## config.mk

```make
export PLATFORM = sky130hd
export DESIGN_NAME = uart_rx_buffer
export DESIGN_NICKNAME = d
export VERILOG_FILES = /design/src/rtl/bobatc_pkg.sv /design/src/rtl/uart_rx_buffer_mem.sv /design/src/rtl/uart_rx_buffer.sv
export SDC_FILE = /design/constraint.sdc
export NUM_CORES = 1
export LEC_CHECK = 0
export ABC_AREA = 1
export CELL_PAD_IN_SITES_DETAIL_PLACEMENT = 2
export CELL_PAD_IN_SITES_GLOBAL_PLACEMENT = 2
export CORE_MARGIN = 4
export CORE_UTILIZATION = 38
export DETAILED_ROUTE_END_ITERATION = 10
export PLACE_DENSITY = 0.84
export RECOVER_POWER = 25
export SKIP_LAST_GASP = 1
export SYNTH_ARGS = -nofsm -noshare
export SYNTH_HDL_FRONTEND = slang
export SYNTH_HIERARCHICAL = 1
export SYNTH_SLANG_ARGS = --single-unit
export TNS_END_PERCENT = 30
```

## constraint.sdc

```tcl
create_clock -name clock -period 5.8 [get_ports clock]
set_input_delay 0.87 -clock clock [delete_from_list [all_inputs] [get_ports clock]]
set_output_delay 0.87 -clock clock [all_outputs]
set_load 0.03 [all_outputs]
```

## src/rtl/bobatc_pkg.sv

```systemverilog
// Shared constants for the UART receive path.
package bobatc_pkg;

    localparam int UART_WORD_W = 9;

endpackage

```

## src/rtl/uart_rx_buffer_mem.sv

```systemverilog
// Word storage for uart_rx_buffer: synchronous write port, combinational read port.
module uart_rx_buffer_mem
    import bobatc_pkg::*;
#(
    parameter int DEPTH = 8,
    parameter int WIDTH = UART_WORD_W
) (
    input  logic                     clock,
    input  logic                     wr_en_i,
    input  logic [$clog2(DEPTH)-1:0] wr_addr_i,
    input  logic [WIDTH-1:0]         wr_data_i,
    input  logic [$clog2(DEPTH)-1:0] rd_addr_i,
    output logic [WIDTH-1:0]         rd_data_o
);

    logic [WIDTH-1:0] mem_q [DEPTH];

    // No reset on the array: contents are meaningless until the pointers say otherwise.
    always_ff @(posedge clock) begin
        if (wr_en_i) begin
            mem_q[wr_addr_i] <= wr_data_i;
        end
    end

    assign rd_data_o = mem_q[rd_addr_i];

endmodule

```

## src/rtl/uart_rx_buffer.sv

```systemverilog
// FWFT receive buffer behind the UART receiver, with sticky overflow/framing flags
// and a saturating framing-error counter.
module uart_rx_buffer
    import bobatc_pkg::*;
#(
    parameter int DEPTH = 8,
    parameter int WIDTH = UART_WORD_W,
    parameter int ERR_W = 8
) (
    input  logic                     clock,
    input  logic                     reset,
    input  logic [WIDTH-1:0]         rx_data,
    input  logic                     rx_done,
    input  logic                     rx_framing_error,
    output logic [WIDTH-1:0]         out_data,
    output logic                     out_valid,
    input  logic                     out_ready,
    output logic [$clog2(DEPTH):0]   count,
    output logic                     overflow,
    output logic                     frame_error,
    output logic [ERR_W-1:0]         err_count,
    input  logic                     clear_errors
);

    localparam int AW = $clog2(DEPTH);
    localparam int CW = AW + 1;
    localparam logic [CW-1:0] FULL_COUNT = CW'(DEPTH);

    logic [AW-1:0]    wr_ptr_q, wr_ptr_d;
    logic [AW-1:0]    rd_ptr_q, rd_ptr_d;
    logic [CW-1:0]    count_q, count_d;
    logic             overflow_q, overflow_d;
    logic             frame_error_q, frame_error_d;
    logic [ERR_W-1:0] err_count_q, err_count_d;
    logic             fe_prev_q;

    logic full;
    logic push;
    logic pop;
    logic drop;
    logic fe_event;

    assign full     = (count_q == FULL_COUNT);
    assign pop      = out_valid && out_ready;
    // A full buffer can still take a word when the head leaves in the same cycle.
    assign push     = rx_done && (!full || pop) && !reset;
    assign drop     = rx_done && full && !pop;
    assign fe_event = rx_framing_error && !fe_prev_q;

    uart_rx_buffer_mem #(
        .DEPTH (DEPTH),
        .WIDTH (WIDTH)
    ) u_mem (
        .clock     (clock),
        .wr_en_i   (push),
        .wr_addr_i (wr_ptr_q),
        .wr_data_i (rx_data),
        .rd_addr_i (rd_ptr_q),
        .rd_data_o (out_data)
    );

    always_comb begin
        wr_ptr_d      = wr_ptr_q;
        rd_ptr_d      = rd_ptr_q;
        count_d       = count_q;
        overflow_d    = overflow_q;
        frame_error_d = frame_error_q;
        err_count_d   = err_count_q;

        if (push) wr_ptr_d = wr_ptr_q + AW'(1);
        if (pop)  rd_ptr_d = rd_ptr_q + AW'(1);
        if (push && !pop)      count_d = count_q + CW'(1);
        else if (pop && !push) count_d = count_q - CW'(1);

        // A new event in the same cycle as a clear takes priority over the clear.
        if (clear_errors) begin
            overflow_d    = 1'b0;
            frame_error_d = 1'b0;
            err_count_d   = '0;
        end
        if (drop) overflow_d = 1'b1;
        if (fe_event) begin
            frame_error_d = 1'b1;
            if (clear_errors)        err_count_d = ERR_W'(1);
            else if (!(&err_count_q)) err_count_d = err_count_q + ERR_W'(1);
        end
    end

    always_ff @(posedge clock) begin
        if (reset) begin
            wr_ptr_q      <= '0;
            rd_ptr_q      <= '0;
            count_q       <= '0;
            overflow_q    <= 1'b0;
            frame_error_q <= 1'b0;
            err_count_q   <= '0;
            fe_prev_q     <= 1'b0;
        end else begin
            wr_ptr_q      <= wr_ptr_d;
            rd_ptr_q      <= rd_ptr_d;
            count_q       <= count_d;
            overflow_q    <= overflow_d;
            frame_error_q <= frame_error_d;
            err_count_q   <= err_count_d;
            fe_prev_q     <= rx_framing_error;
        end
    end

    assign out_valid   = (count_q != '0);
    assign count       = count_q;
    assign overflow    = overflow_q;
    assign frame_error = frame_error_q;
    assign err_count   = err_count_q;

endmodule

```

# Word level (Yosys, flattened, before mapping)
# Memories as Yosys holds them, arrays and structs flattened. A register that Yosys moved wholly into a read port is not among the register bits.
# Index checks and enable logic that the tools add are counted.
[classes]
eq_ne = 1
n_addsub = 5
mux = 13
reduce_logical = 19
[op_table]
columns = ["operator", "count"]
rows = [
  ["2-to-1 mux 8 bit", 4],
  ["adder 8 x 1 -> 8 bit (second input constant)", 1],
  ["logical AND 1 bit", 8],
  ["2-to-1 mux 4 bit", 2],
  ["AND reduction 8 bit", 1],
  ["adder 3 x 1 -> 3 bit (second input constant)", 2],
  ["2-to-1 mux 3 bit", 2],
  ["nonzero test 2 bit", 3],
  ["logical NOT 1 bit", 5],
  ["2-to-1 mux 1 bit", 5],
  ["adder 4 x 1 -> 4 bit (second input constant)", 1],
  ["equality test 4 bit (second input constant)", 1],
  ["nonzero test 4 bit", 1],
  ["subtractor 4 x 1 -> 4 bit (second input constant)", 1],
  ["logical OR 1 bit", 1],
]
[word_totals]
register_bits = 21
word_cells = 46
memories = 1
out_inout_bits = 24
in_bits = 15
ram_bits = 72
[mem_list]
columns = ["name", "depth", "word_bits", "rd", "rd_ports_with_merged_regs", "write_ports", "line", "rtl"]
rows = [
  ["u_mem.mem_q", 8, 9, 1, 1, 1, "uart_rx_buffer_mem.sv:16", "logic [WIDTH-1:0] mem_q [DEPTH];"],
]

# Logic depth before layout (Yosys ltp)
[depth]
word_depth = 9
depth_mapped = 14
ltp_nobuf = 14

# Cells and area by module
# Netlist, hierarchy kept.
[modules_own_cells]
columns = ["mod", "seq_area_each_um2", "cells_per_inst", "n_inst", "area_each_um2"]
rows = [
  ["uart_rx_buffer_mem", 2162.1, 328, 1, 3228.1],
  ["uart_rx_buffer", 420.4, 161, 1, 1133.6],
]

# Worst setup path before layout
# Ideal clock, no wire load.
[synth_timing]
path_type = "input -> register"
start = "input reset"
end = "register count_q[3], in the netlist count[3]"
cell_stages = 14
required_ns = 5.730
setup_ns = 0.070
slack_ns = 3.339
n_path_buf = 1
arrival_time_ns = 2.392
path_cell_list = "buf_2 > inv_2 > nand3_1 > inv_2 > ha_1 > inv_1 > ha_1 > nand2_1 > nand2_1 > nor2_1 > nand2_1 > nand2_1 > nand2_1 > a21oi_1"
[synth_between]
elab_chain_cells = 5
word_cells_on_any_way = 7
classes_between = "mux: 1; reduce/logical: 6"
[synth_lines]
columns = ["item", "line", "rtl"]
rows = [
  ["start, declared", "uart_rx_buffer.sv:11", "input logic reset,"],
  ["logical NOT 1 bit *", "uart_rx_buffer.sv:46", "assign push = rx_done && (!full || pop) && !reset;"],
  ["logical AND 1 bit *", "uart_rx_buffer.sv:46", ""],
  ["named net push", "uart_rx_buffer.sv:38", "logic push;"],
  ["logical NOT 1 bit", "uart_rx_buffer.sv:73", "else if (pop && !push) count_d = count_q - CW'(1);"],
  ["logical AND 1 bit", "uart_rx_buffer.sv:73", ""],
  ["nonzero test 2 bit (no source line)", "n/a", ""],
  ["end signal, assigned", "uart_rx_buffer.sv:101", "count_q <= count_d;"],
  ["end, declared", "uart_rx_buffer.sv:31", "logic [CW-1:0] count_q, count_d;"],
]
# Mark *: on every way through the listed nets, which the timed path passes. The rest lies on a longest branch.
# A chain may end at the register's enable or synchronous reset.

==> run metrics <==
sequential share of the synthesized area=59.21%; IO buf count=38; WL per Instance=19.14 um; via count=3,353; DRC violations left=0; fin area=5107 um^2; CTS tree=yes; Synth Area in XOR/XNOR=1.205%; post-route minimum period=3591 ps; dpl cell area=4807 um^2; syn_nets=511; number of global-route vias before repair=3,739; status=completed; Row Count=38; Cells after Synth=489; CP Capture Type=output port; Rel. slew slack=20.83%; max_cap viols=0; CP max-delay cell=dfxtp_1; dpl hpwl=8814 um; Synth Area in Simple Gates=23.24%; setup_tns=0 ps; worst vdd ir=194.3 uV; Setup CP Type=reg -> out; Total Routing Usage GR=20.86%; Data required, critical path=4930 ps; die area=13,260 um^2; post-CTS sizing=0; final hold slack=457.9 ps; Register Area=2582 um^2; multi-input logic area=1274 um^2; Critical Path, Cell by Cell=inv_4 > nand2_1 > nand3_1 > nand2_1 > nand2_1 > nand2_1 > clkdlybuf4s50_1; Final ANT Viol Nets=0; Worst Reg-to-Reg Cells=6; hold_buf cts=0; worst skew pair latency=350 ps; Design Power=2063 uW; worst r2r src=count[0]; worst min-delay path category=reg -> reg; clock slew at reported path FFs=70 ps; Final Hold Fails=0; Min-Delay Endpoint=frame_error; most used cell, CP=nand2_1; Starting Density=39.54%; CP Launch Type=register; first-pass GRT wire length=20,560 um; fmax=0.2785 GHz; Final Skew=10.05 ps; mean post-synth cell area=8.920 um^2; Crit Path Max Fanout=36; Setup Buffers After CTS=0; Clock Sinks=93; number of antenna diodes=0; clk buf depth=2; initial drt markers=199; hold path start=frame_error; Synth Area in Compound Gates=2.582%; Critical Path AT=2720 ps; FF+latch count, synth=93; Setup-failing EPs final=0; Synth Cell Area=4362 um^2; Final Cycle Share=61.91%; largest net degree at the start of global routing=37; Hold Crit Depth=2; Detailed Route WL=12,820 um; layout cell share with drive strength beyond 1=5.660%; I/O pin total=39; die span in x=115.1 um; Area Growth Syn to Fin=17.10%; core region area=11,030 um^2; multiplexer area fraction after synthesis=0%; Leak=0.002220 uW; Initial DRT Pass Iterations=4; Root Driver=clkbuf_16; max incr delay on CP=780 ps; Critical Path Start=rd_ptr_q[0]; Ys Warns=6; H-tree depth=3; antenna violations before repair=0; GRT overflow=0; Post-Synth Adder-Cell Area=2.180%; cts bufs inserted=9; FILL cells=1,217; Final Net Count=547; RSZ-0062 raised after global routing=no; Pwr per Cell Area=403.9 nW/um^2; register-to-register setup slack=3370 ps; Placer Congestion=0.8231; Die Y=115.1 um; vias per cell=5.004; main combinational cell family by area after synthesis=simple AND/OR/NAND/NOR gates; synth unique cells=24; Max Slew Vio Count=0; Worst-Margin Slew=1183 ps; worst r2r dst=u_mem/mem_q[0][5]
==> synthesized netlist by cell type <==
master	count	area (um^2)
inv_1	93	349.1
inv_4	2	12.51
nor2_2	2	12.51
inv_2	5	18.77
buf_4	4	30.03
buf_6	6	67.56
o21ai_1	4	20.02
nand4_1	5	31.28
xor2_1	5	43.79
nor2_1	29	108.9
ha_1	6	75.07
clkinv_1	2	7.510
edfxtp_1	72	2162
nand3_2	1	10.01
fa_1	1	20.02
nand2_2	3	18.77
a31oi_2	1	12.51
buf_2	4	20.02
nand3_1	47	235.2
xnor2_1	1	8.760
o21ai_0	5	25.02
dfxtp_1	21	420.4
nand2_1	159	596.8
a21oi_1	11	55.05
==> metal layers <==
layer | up-vias | wire length (um) | global-route usage (%) | part of all wire, %
met3 | 17 | 629 | 4.105 | 4.9
met4 | 0 | 267 | 7.355 | 2.1
met1 | 1660 | 5255 | 24.92 | 41
met2 | 83 | 6669 | 37.31 | 52
met5 | - | 0 | 0 | 0
li1 | 1593 | - | - | -
==> worst max path at each step <==
| stage | to | slack, ps |
|---|---|---|
| after global placement | u_mem/mem_q[1][0] | 2390 |
| after floorplan | count[3] | 3340 |
| after CTS | out_data[0] | 2150 |
| after global routing | out_data[0] | 1980 |
| final | out_data[0] | 2210 |
| after detailed placement | u_mem/mem_q[0][2] | 2330 |
==> cell usage in the layout, fill, tap and decap left out <==
cell type,n
a21oi_1,11
a31oi_2,1
buf_4,1
bufinv_16,1
clkbuf_1,1
clkbuf_16,9
clkdlybuf4s50_1,30
clkinv_1,2
clkinv_4,2
clkinvlp_4,2
dfxtp_1,21
dlygate4sd3_1,8
edfxtp_1,72
fa_1,1
ha_1,6
inv_1,93
inv_2,5
inv_4,2
inv_6,1
nand2_1,159
nand2_2,3
nand3_1,47
nand3_2,1
nand4_1,5
nor2_1,29
nor2_2,2
o21ai_0,5
o21ai_1,4
xnor2_1,1
xor2_1,5
==> power by group <==
part           internal [uW]  total, uW  switching, uW  leakage, uW
Combinational            228        648            420      0.00126
Clock                    338        601            263     0.000139
Sequential               749        814           64.6     0.000822
Total                   1310       2060            748      0.00222
==> cells by family (layout without fill, tap and decap cells) <==
kind of cell / count (synthesis) / after routing
and+or+nand+nor: 246 / 246
xor gates and xnor gates: 6 / 6
DFF: 93 / 93
buffers and inverters: 116 / 157
adders and majority gates: 7 / 7
AOI/OAI and AO/OA: 21 / 21
==> flip-flops by register name (all words and copies together), names as in the netlist <==
| register | flops |
|---|---|
| count | 4 |
| rd_ptr_q | 3 |
| u_mem/mem_q | 72 |
| fe_prev_q | 1 |
| frame_error | 1 |
| wr_ptr_q | 3 |
| overflow | 1 |
| err_count | 8 |
==> cell type report <==
type / count / share of cell area, %
repair buffers: 39 / 7.594
clock buffers: 10 / 4.483
well taps: 140 / 3.430
clock inverters: 6 / 1.396
flip-flops and latches: 93 / 50.56
inverters: 102 / 7.594
multi-input cells: 280 / 24.94
==> worst max-delay path, delay by kind of cell (launching register included) <==
| kind | cells | cell delay, ps |
|---|---|---|
| buffers and inverters | 2 | 980 |
| flip-flops | 1 | 780 |
| AND/OR/NAND/NOR | 5 | 590 |
==> stage by stage <==
stage	cells	utilization [%]	setup slack, ps
after floorplan	489	-	3339
after global placement	654	43.58	2387
after detailed placement	654	43.58	2327
after CTS	670	46.30	2150
after global routing	670	46.30	1978
final	670	46.30	2209
Note: power is estimated with default switching activity, not from simulation.
